<file path="src/rtl/vram_access_arbiter.sv">
// Arbitrates the SDRAM VRAM controller between the VDP path (m0), a secondary engine (m1) and refresh.
// Optional grant counters are built when ARB_STATS_EN is defined; otherwise stat_* read as zero.
module vram_access_arbiter #(
  parameter int ADDR_W           = 17,
  parameter int REFRESH_INTERVAL = 1560,
  parameter int M1_MAX_WAIT      = 4,
  parameter int BUSY_TIMEOUT     = 3
) (
  input  logic              clk,
  input  logic              reset,
  input  logic              m0_req,
  input  logic              m0_wr,
  input  logic [ADDR_W-1:0] m0_addr,
  input  logic [1:0]        m0_size,
  input  logic [31:0]       m0_din,
  output logic              m0_ack,
  input  logic              m1_req,
  input  logic              m1_wr,
  input  logic [ADDR_W-1:0] m1_addr,
  input  logic [1:0]        m1_size,
  input  logic [31:0]       m1_din,
  output logic              m1_ack,
  output logic              mem_read,
  output logic              mem_write,
  output logic              mem_refresh,
  output logic [ADDR_W-1:0] mem_addr,
  output logic [1:0]        mem_size,
  output logic [31:0]       mem_din,
  input  logic              mem_busy,
  output logic [7:0]        err_cnt,
  output logic [15:0]       stat_m0,
  output logic [15:0]       stat_m1,
  output logic [15:0]       stat_ref,
  output logic [1:0]        fsm_state
);

  // Handshake: m*_req is a level held until the one-cycle m*_ack; the command fields are
  // captured on the IDLE edge that grants the port, so the requester may change them afterwards.

  localparam int RW = $clog2(REFRESH_INTERVAL + 1);
  localparam int SW = $clog2(M1_MAX_WAIT + 1);
  localparam int TW = $clog2(BUSY_TIMEOUT + 1);
  localparam logic [RW-1:0] REF_MAX    = RW'(REFRESH_INTERVAL);
  localparam logic [RW-1:0] REF_HALF   = RW'(REFRESH_INTERVAL / 2);
  localparam logic [SW-1:0] STARVE_MAX = SW'(M1_MAX_WAIT);
  localparam logic [TW-1:0] TO_LAST    = TW'(BUSY_TIMEOUT - 1);

  typedef enum logic [1:0] {IDLE = 2'd0, ISSUE = 2'd1, WAIT_BUSY = 2'd2, WAIT_DONE = 2'd3} state_t;
  typedef enum logic [1:0] {OWN_M0 = 2'd0, OWN_M1 = 2'd1, OWN_REF = 2'd2} owner_t;

  state_t state, state_nx;
  owner_t owner, sel;
  logic   grant;
  logic   wr_q;

  logic [RW-1:0] ref_cnt;
  logic [SW-1:0] starve_cnt;
  logic [TW-1:0] to_cnt;

  logic refresh_due, refresh_opp, starve, timeout_hit, done, ack_fire;

  assign refresh_due = (ref_cnt >= REF_MAX);
  assign refresh_opp = (ref_cnt >= REF_HALF);
  assign starve      = m1_req && (starve_cnt >= STARVE_MAX);
  assign timeout_hit = (state == WAIT_BUSY) && !mem_busy && (to_cnt == TO_LAST);
  assign done        = (state == WAIT_DONE) && !mem_busy;
  assign ack_fire    = done || timeout_hit;

  // Source selection; only meaningful while the FSM idles with the controller free.
  always_comb begin
    grant = 1'b0;
    sel   = OWN_M0;
    if (state == IDLE && !mem_busy) begin
      if (refresh_due) begin
        grant = 1'b1;
        sel   = OWN_REF;
      end else if (starve) begin
        grant = 1'b1;
        sel   = OWN_M1;
      end else if (m0_req) begin
        grant = 1'b1;
        sel   = OWN_M0;
      end else if (m1_req) begin
        grant = 1'b1;
        sel   = OWN_M1;
      end else if (refresh_opp) begin
        grant = 1'b1;
        sel   = OWN_REF;
      end
    end
  end

  always_comb begin
    state_nx = state;
    case (state)
      IDLE:      if (grant) state_nx = ISSUE;
      ISSUE:     state_nx = WAIT_BUSY;
      WAIT_BUSY: begin
        if (mem_busy) state_nx = WAIT_DONE;
        else if (timeout_hit) state_nx = IDLE;
      end
      WAIT_DONE: if (!mem_busy) state_nx = IDLE;
      default:   state_nx = IDLE;
    endcase
  end

  always_ff @(posedge clk or posedge reset) begin
    if (reset) state <= IDLE;
    else       state <= state_nx;
  end

  // Command latch; a refresh keeps the previous address/data on the bus.
  always_ff @(posedge clk or posedge reset) begin
    if (reset) begin
      owner    <= OWN_M0;
      wr_q     <= 1'b0;
      mem_addr <= '0;
      mem_size <= '0;
      mem_din  <= '0;
    end else if (grant) begin
      owner <= sel;
      case (sel)
        OWN_M0: begin
          wr_q     <= m0_wr;
          mem_addr <= m0_addr;
          mem_size <= m0_size;
          mem_din  <= m0_din;
        end
        OWN_M1: begin
          wr_q     <= m1_wr;
          mem_addr <= m1_addr;
          mem_size <= m1_size;
          mem_din  <= m1_din;
        end
        default: wr_q <= 1'b0;
      endcase
    end
  end

  always_ff @(posedge clk or posedge reset) begin
    if (reset) begin
      ref_cnt    <= '0;
      starve_cnt <= '0;
      to_cnt     <= '0;
      err_cnt    <= '0;
    end else begin
      if (state == ISSUE && owner == OWN_REF) ref_cnt <= '0;
      else if (ref_cnt != REF_MAX)             ref_cnt <= ref_cnt + 1'b1;

      if (!m1_req || (grant && sel == OWN_M1))
        starve_cnt <= '0;
      else if (grant && sel == OWN_M0 && starve_cnt != STARVE_MAX)
        starve_cnt <= starve_cnt + 1'b1;

      if (state == ISSUE)
        to_cnt <= '0;
      else if (state == WAIT_BUSY && !mem_busy && to_cnt != TO_LAST)
        to_cnt <= to_cnt + 1'b1;

      if (timeout_hit && err_cnt != 8'hFF) err_cnt <= err_cnt + 1'b1;
    end
  end

  assign mem_read    = (state == ISSUE) && (owner != OWN_REF) && !wr_q;
  assign mem_write   = (state == ISSUE) && (owner != OWN_REF) && wr_q;
  assign mem_refresh = (state == ISSUE) && (owner == OWN_REF);
  assign m0_ack      = ack_fire && (owner == OWN_M0);
  assign m1_ack      = ack_fire && (owner == OWN_M1);
  assign fsm_state   = state;

`ifdef ARB_STATS_EN
  logic [15:0] cnt_m0, cnt_m1, cnt_ref;

  always_ff @(posedge clk or posedge reset) begin
    if (reset) begin
      cnt_m0  <= '0;
      cnt_m1  <= '0;
      cnt_ref <= '0;
    end else if (state == ISSUE) begin
      case (owner)
        OWN_M0:  cnt_m0  <= cnt_m0 + 16'd1;
        OWN_M1:  cnt_m1  <= cnt_m1 + 16'd1;
        default: cnt_ref <= cnt_ref + 16'd1;
      endcase
    end
  end

  assign stat_m0  = cnt_m0;
  assign stat_m1  = cnt_m1;
  assign stat_ref = cnt_ref;
`else
  assign stat_m0  = 16'h0;
  assign stat_m1  = 16'h0;
  assign stat_ref = 16'h0;
`endif

endmodule

</file>
<file path="config.mk">
export PLATFORM = sky130hd
export DESIGN_NAME = vram_access_arbiter
export DESIGN_NICKNAME = d
export VERILOG_FILES = /design/src/rtl/vram_access_arbiter.sv
export SDC_FILE = /design/constraint.sdc
export NUM_CORES = 1
export LEC_CHECK = 0
export CORE_AREA = 2 2 112 114
export CTS_BUF_LIST = sky130_fd_sc_hd__clkbuf_16
export CTS_CLUSTER_SIZE = 25
export DETAILED_ROUTE_END_ITERATION = 6
export DIE_AREA = 0 0 114 116
export GPL_TIMING_DRIVEN = 0
export PLACE_DENSITY_LB_ADDON = 0.25
export SKIP_LAST_GASP = 1
export SYNTH_ARGS = -nofsm -noshare
export SYNTH_HDL_FRONTEND = slang
export SYNTH_SLANG_ARGS = --single-unit
</file>
<file path="constraint.sdc">
create_clock -name clk -period 2.45 [get_ports clk]
set_input_delay 0.49 -clock clk [delete_from_list [all_inputs] [get_ports clk]]
set_output_delay 0.49 -clock clk [all_outputs]
set_load 0.01 [all_outputs]
</file>
==> metrics.md, run 1 <==
| Metric | Value |
|---|---|
| Share of layout cells above drive strength 1 | `0.137` |
| Syn Inst Count | `426` |
| Top sig layer | `met4` |
| Die width | `114 um` |
| Cts bufs inserted | `9` |
| Measured slew at the worst slew-check pin | `0.904 ns` |
| Synth Register Bits | `80` |
| # fillers | `1073` |
| Antenna Nets Post-Route | `0` |
| First-pass GRT wire length | `roughly 18000 um` |
| Reg2Reg Setup Slack | `approximately 0.50 ns` |
| Critical Path Sink Type | `output pin` |
| Final instance area | `6740 um^2` |
| H-tree levels | `3` |
| Tot GR Track Use | `0.170` |
| Worst R2R Start | `fsm_state[1]$_DFFE_PP0P_` |
| Critical R2R Capture | `mem_din[9]$_DFFE_PP0P_` |
| Min-Delay Startpoint | `m1_req` |
| Wire length per cell | `13.8 um` |
| Layout area overhead | `58.0%` |
| Via count | `3672` |
| Layout Skew | `0.00689 ns` |
| Crit path launch type | `flop` |
| # setup viols final | `0` |
| Syn Area/Cell | `10.0 um^2` |
| Max Slew Vio Count | `0` |
| Final net count | `773` |
| Die height | `116 um` |
| Dpl cells | `between 700 and 800` |
| Worst Reg-to-Reg Cells | `6` |
| Tightest Hold Check Type | `primary input to flop` |
| Clock Latency Late Sink | `0.32 ns` |
| Row count | `40` |
| Vias per std cell | `4.53` |
| Ys Warns | `0` |
| Power per cell area | `846 nW/um^2` |
| Clk pin slew, worst setup/hold paths | `0.06 ns` |
| Post-DP Area | `6380 um^2` |
| Via count of the first global-routing pass | `between 3000 and 4000` |
| Final Cycle Share | `0.941` |
| Synth unique cells | `44` |
| Min-Delay Path Depth | `2` |
| Highest-count cells in the layout ignoring fill and taps | `clkdlybuf4s50_1, dfrtp_1, nand2_1` |
| Overflow after GRT | `0` |
| DRT Pass-1 Iters | `4` |
| Crit-path max FO | `5` |
| RSZ-0062 raised after global routing | `no` |
| Fin. Hold Viols | `0` |
| Commonest non-fill, non-tap cell in the layout | `clkdlybuf4s50_1` |
| TNS Setup | `0 ns` |
| Crit Path Class | `flop to output pin` |
| Initial drt markers | `98` |
| TritonCTS clock tree | `yes` |
| M1 WL | `4580 um` |
| GPL Wtd Cong | `0.783` |
| Num ports | `223` |
| Setup crit start | `to_cnt[0]$_DFFE_PP0P_` |
| Sink Count | `80` |
| Data required time at the worst endpoint | `1.96 ns` |
| Total power draw | `approximately 5700 uW` |
| Met3 Wirelength | `1000 um` |
| Fin crit period | `2.31 ns` |
| Max Cap Viol | `0` |
| Status | `complete, no violations` |
| Post-synth EDFFs | `0` |
| Root Buffer | `clkbuf_16` |
| Initial Utilization | `0.358` |
| Slew margin rel. | `0.396` |
| Arrival @ worst endpoint | `1.82 ns` |
| Fin cells | `between 800 and 900` |
| Inserted Diodes | `0` |
| Metal2 WL | `5360 um` |
| Top_reg_cell synth | `dfrtp_1` |
| Hold Buf Count CTS | `0` |
| Initial antenna violation count | `0` |
| Sequential-to-total area share from yosys stat | `0.469` |
| Peak supply drop | `roughly 0.44 mV` |
| Hold Path Sink | `starve_cnt[0]$_DFFE_PP0P_` |
| Clock buffer depth | `2` |
| IO buf count | `173` |
| Pin count of the biggest net entering global routing | `42` |
| Hold WS | `0.468 ns` |
| Max Freq | `roughly 430 MHz` |
| Die area | `13200 um^2` |
| Post-route DRC | `0` |
| Post-DP HPWL | `between 8000 and 9000 um` |
| Leak | `about 0.0033 uW` |
| Asr flop ratio synth | `1.00` |
| WL final | `between 10000 and 15000 um` |
| Synth Cell Area | `around 4300 um^2` |
| Core area | `11900 um^2` |
-- stage by stage --
step,setup WS [ns],util
6_report,0.144,0.566
5_1_grt,0.0194,0.566
4_1_cts,-0.225,0.563
3_5_place_dp,-0.281,0.536
3_3_place_gp,-0.279,0.534
2_1_floorplan,0.666,-
-- cell usage after synthesis (2+ instances only) --
master,instances,area (um^2)
nand2_1,64,240
or3_1,3,18.8
nor3_1,5,25.0
and2_1,2,12.5
nand4_1,5,31.3
and3_1,2,12.5
nand3_1,5,25.0
ha_1,6,75.1
mux2i_1,54,541
buf_2,6,30.0
inv_1,9,33.8
xnor2_1,11,96.3
clkbuf_1,9,33.8
nor2_1,14,52.6
buf_6,3,33.8
nor4bb_1,2,20.0
a21oi_1,7,35.0
xor2_1,3,26.3
dfrtp_1,80,2000
nand2b_1,4,25.0
o21ai_1,31,155
o2bb2ai_1,2,17.5
o21ai_0,26,130
buf_4,50,375
and4b_1,2,20.0
o21a_1,3,22.5
-- worst max-delay path by stage --
stage               depth (start not counted)          end
finish                                      6       m0_ack
global route                                6       m0_ack
CTS                                         4  mem_refresh
detailed placement                          4       m0_ack
global placement                            4       m0_ack
floorplan                                   4       m0_ack
-- layer usage --
layer,GRT usage,vias up
li1,-,1825
met1,0.207,1679
met2,0.285,154
met3,0.0544,14
met4,0.0626,0
met5,0,-
-- where the power goes --
part           total, uW  internal (uW)  leakage (uW)  switching (uW)
combinational       2220           1270       0.00212             957
sequential          2090           1780       0.00101             309
clock               1400            885      0.000160             512
-- worst max-delay path, stage by stage, from the launching register on --
cell and delay, ns:
dfrtp_1 0.41, inv_1 0.07, ha_2 0.21, nor2_1 0.06, nor2_2 0.13, nor4bb_4 0.31, dlygate4sd2_1 0.30
-- cells by family after synthesis --
group / synth area share
simple gates: 0.133
flops: 0.469
compound gates: 0.103
buf+inv: 0.119
mux: 0.129
xor+xnor: 0.0287
fa+ha+maj: 0.0176
other cells: 0.000879
-- registers in the layout, indices dropped and copies added (netlist names) --
signal / flops
mem_size: 2
owner: 2
mem_addr: 17
starve_cnt: 3
err_cnt: 8
to_cnt: 2
wr_q: 1
fsm_state: 2
ref_cnt: 11
mem_din: 32
-- layout make-up --
cell class | instances | area [um^2] | share of cell area
clock buffers | 9 | 225 | 0.0334
clock inverters | 7 | 87.6 | 0.0130
flip-flops and latches | 80 | 2000 | 0.297
multi-input cells | 316 | 1970 | 0.292
inverters | 9 | 37.5 | 0.00557
well taps | 147 | 184 | 0.0273
repair buffers | 175 | 1760 | 0.261
plain buffers | 67 | 478 | 0.0709
-- what timing repair did --
action | in CTS | in global routing
buffers inserted | 0 | 1
endpoints found under the setup margin | 3 | 4
pin swaps | 0 | 1
cloned | 0 | 0
gates resized for setup | 7 | 13
Note: power is estimated with default switching activity, not from simulation.
==> inputs of run 2 (changes only) <==
- CTS_CLUSTER_SIZE: 25 -> not set
- GPL_ROUTABILITY_DRIVEN: not set -> 0
==> results of run 2 <==
Same layout as run 1: the final DEF is identical, and so are final timing and power.
==> inputs of run 3 (changes only) <==
- CTS_BUF_LIST: sky130_fd_sc_hd__clkbuf_16 -> not set
- SETUP_SLACK_MARGIN: not set -> 0.1
==> run 3 against run 2 <==
  * Maximum frequency rose by 2.4%
  * Non-clock buffer count is 3 higher
  * Cell count grew 0.37%
  * Setup slack gained 0.054 ns
  * Worst hold slack lost 0.0015 ns
  * Utilization rose by 0.17 points
  * First-iteration DRC count is 32% higher
  * Global-route usage barely moved
  * Critical path type unchanged
  * Highest routed layer unchanged
==> metrics.md, run 3 (synthesis results as in run 1) <==
| Metric | Value |
|---|---|
| Final Cycle Share | `0.919` |
| Via count | `between 3000 and 4000` |
| Slowest stage delay, CP | `0.53 ns` |
| Antenna Nets Post-Route | `0` |
| Tot GR Track Use | `0.171` |
| Clock buffer depth | `2` |
| Worst R2R Start | `fsm_state[0]$_DFFE_PP0P_` |
| Switching part of the total | `0.312` |
| Layout area overhead | `58.5%` |
| Max Cap Viol | `0` |
| TritonCTS clock tree | `yes` |
| Crit path launch type | `flop` |
| Fin. Hold Viols | `0` |
| RSZ-0062 raised after global routing | `no` |
| Wire length per cell | `13.8 um` |
| Post-route DRC | `0` |
| Slew margin rel. | `0.396` |
| M1 WL | `roughly 4600 um` |
| Inserted Diodes | `0` |
| Max Freq | `444 MHz` |
| Die height | `116 um` |
| Pin count of the biggest net entering global routing | `42` |
| Initial drt markers | `129` |
| Num ports | `223` |
| IO buf count | `173` |
| Fin crit period | `2.25 ns` |
| WL final | `11200 um` |
| Critical R2R Capture | `mem_din[9]$_DFFE_PP0P_` |
| Data required time at the worst endpoint | `a little under 2 ns` |
| Tightest Hold Check Type | `primary input to flop` |
| Critical Path Sink Type | `output pin` |
| Core area | `approximately 12000 um^2` |
| # setup viols final | `0` |
| Total power draw | `5720 uW` |
| Row count | `40` |
| Cell depth of the worst setup path | `3` |
| Highest-count cells in the layout ignoring fill and taps | `clkdlybuf4s50_1, dfrtp_1, nand2_1` |
| Die width | `114 um` |
| Met3 Wirelength | `983 um` |
| Initial antenna violation count | `0` |
| Die area | `13200 um^2` |
| Crit Path Class | `flop to output pin` |
| Metal2 WL | `approximately 5400 um` |
| CP cell instances | `clkbuf_4, and4b_1, clkdlybuf4s50_1` |
| Clock Latency Late Sink | `between 0.3 and 0.4 ns` |
| Post-DP HPWL | `8720 um` |
| CP top delay family | `buffers and inverters` |
| Biggest register | `mem_din` |
| Top flop regs | `mem_din x32, mem_addr x17, ref_cnt x11` |
| CP max stage cell | `clkdlybuf4s50_1` |
| Sw Pwr | `1780 uW` |
| Cts bufs inserted | `9` |
| Max Slew Vio Count | `0` |
| Overflow after GRT | `0` |
| Layout Skew | `about 0.0067 ns` |
| Critical path buffers and inverters | `2` |
| Setup crit start | `fsm_state[1]$_DFFE_PP0P_` |
| Peak supply drop | `0.438 mV` |
| Leak | `0.00330 uW` |
| PnR worst setup slack | `between 0.15 and 0.2 ns` |
| Vias per std cell | `4.53` |
| Combinational power share | `0.392` |
| Hold WS | `0.467 ns` |
| Post-DP Area | `6380 um^2` |
| Pint | `around 3900 uW` |
| Via count of the first global-routing pass | `3589` |
| Seq pwr share | `0.363` |
| Top sig layer | `met4` |
| Status | `complete, no violations` |
| Commonest non-fill, non-tap cell in the layout | `clkdlybuf4s50_1` |
| Root Buffer | `clkbuf_16` |
| Reg2Reg Setup Slack | `around 0.47 ns` |
| Final instance area | `6760 um^2` |
| Initial Utilization | `0.358` |
| Share of layout cells above drive strength 1 | `0.144` |
| Crit-path max FO | `10` |
| Arrival @ worst endpoint | `1.76 ns` |
| H-tree levels | `3` |
| Fin util | `0.568` |
| Final net count | `around 780` |
| CP endpoint | `mem_write` |
| Clock share of power | `0.245` |
| DRT Pass-1 Iters | `4` |
| Post-Place Setup Slack | `-0.281 ns` |
| Max reg flops | `32` |
| Worst Reg-to-Reg Cells | `7` |
| Clk pin slew, worst setup/hold paths | `0.06 ns` |
| Measured slew at the worst slew-check pin | `0.905 ns` |
| Sink Count | `80` |
| First-pass GRT wire length | `17800 um` |
| Power per cell area | `between 800 and 900 nW/um^2` |
-- run 3: cell type report --
type	instances	area, um^2
plain buffers	68	488
clock buffers	10	229
multi-input cells	316	1970
well taps	147	184
flip-flops and latches	80	2000
inverters	9	37.5
fillers	1070	5150
repair buffers	177	1770
clock inverters	6	83.8
-- run 3: routing by layer --
layer  up-vias  track usage
met3        12       0.0539
met4         0       0.0585
met1      1684        0.207
met5         -            0
met2       153        0.288
li1       1833            -
-- run 3: power by group through the flow --
| stage | clock network (uW) | logic (uW) | registers (uW) |
|---|---|---|---|
| CTS | 1440 | 2260 | 2070 |
| global route | 1490 | 2460 | 2140 |
| floorplan | 0 | 755 | 2250 |
| detailed placement | 0 | 2250 | 2080 |
| finish | 1400 | 2240 | 2080 |
| global placement | 0 | 2220 | 2050 |
-- run 3: how the worst min path moves through the flow --
stage,startpoint,cells after the start,slack [ns],endpoint
5_1_grt,m1_req,2,0.48,starve_cnt[0]$_DFFE_PP0P_
3_5_place_dp,mem_din[29]$_DFFE_PP0P_,2,0.47,mem_din[29]$_DFFE_PP0P_
3_3_place_gp,mem_din[26]$_DFFE_PP0P_,2,0.46,mem_din[26]$_DFFE_PP0P_
2_1_floorplan,wr_q$_DFFE_PP0P_,1,0.47,wr_q$_DFFE_PP0P_
4_1_cts,m1_req,2,0.46,starve_cnt[0]$_DFFE_PP0P_
6_report,m1_req,2,0.47,starve_cnt[0]$_DFFE_PP0P_
-- run 3: stage by stage --
step / instances / setup TNS [ns]
after floorplan: 473 / 0
after global placement: 793 / -0.922
after detailed placement: 794 / -2.85
after CTS: 811 / -0.0192
after global routing: 813 / 0
final: 813 / 0
-- run 3: repair_timing --
item | 4_1_cts | 5_1_grt
setup endpoints to repair | 5 | 4
buffers inserted | 1 | 2
pin swaps | 1 | 1
hold buffers | 0 | 0
gates resized for setup | 10 | 12
-- run 3: worst reg2reg max path, cell delays in order, from the launching register on --
cell and delay, ns:
dfrtp_1 0.37, clkbuf_2 0.18, nor3_2 0.31, o2111ai_2 0.33, buf_2 0.31, buf_4 0.21, nand2_1 0.07, o21ai_1 0.06
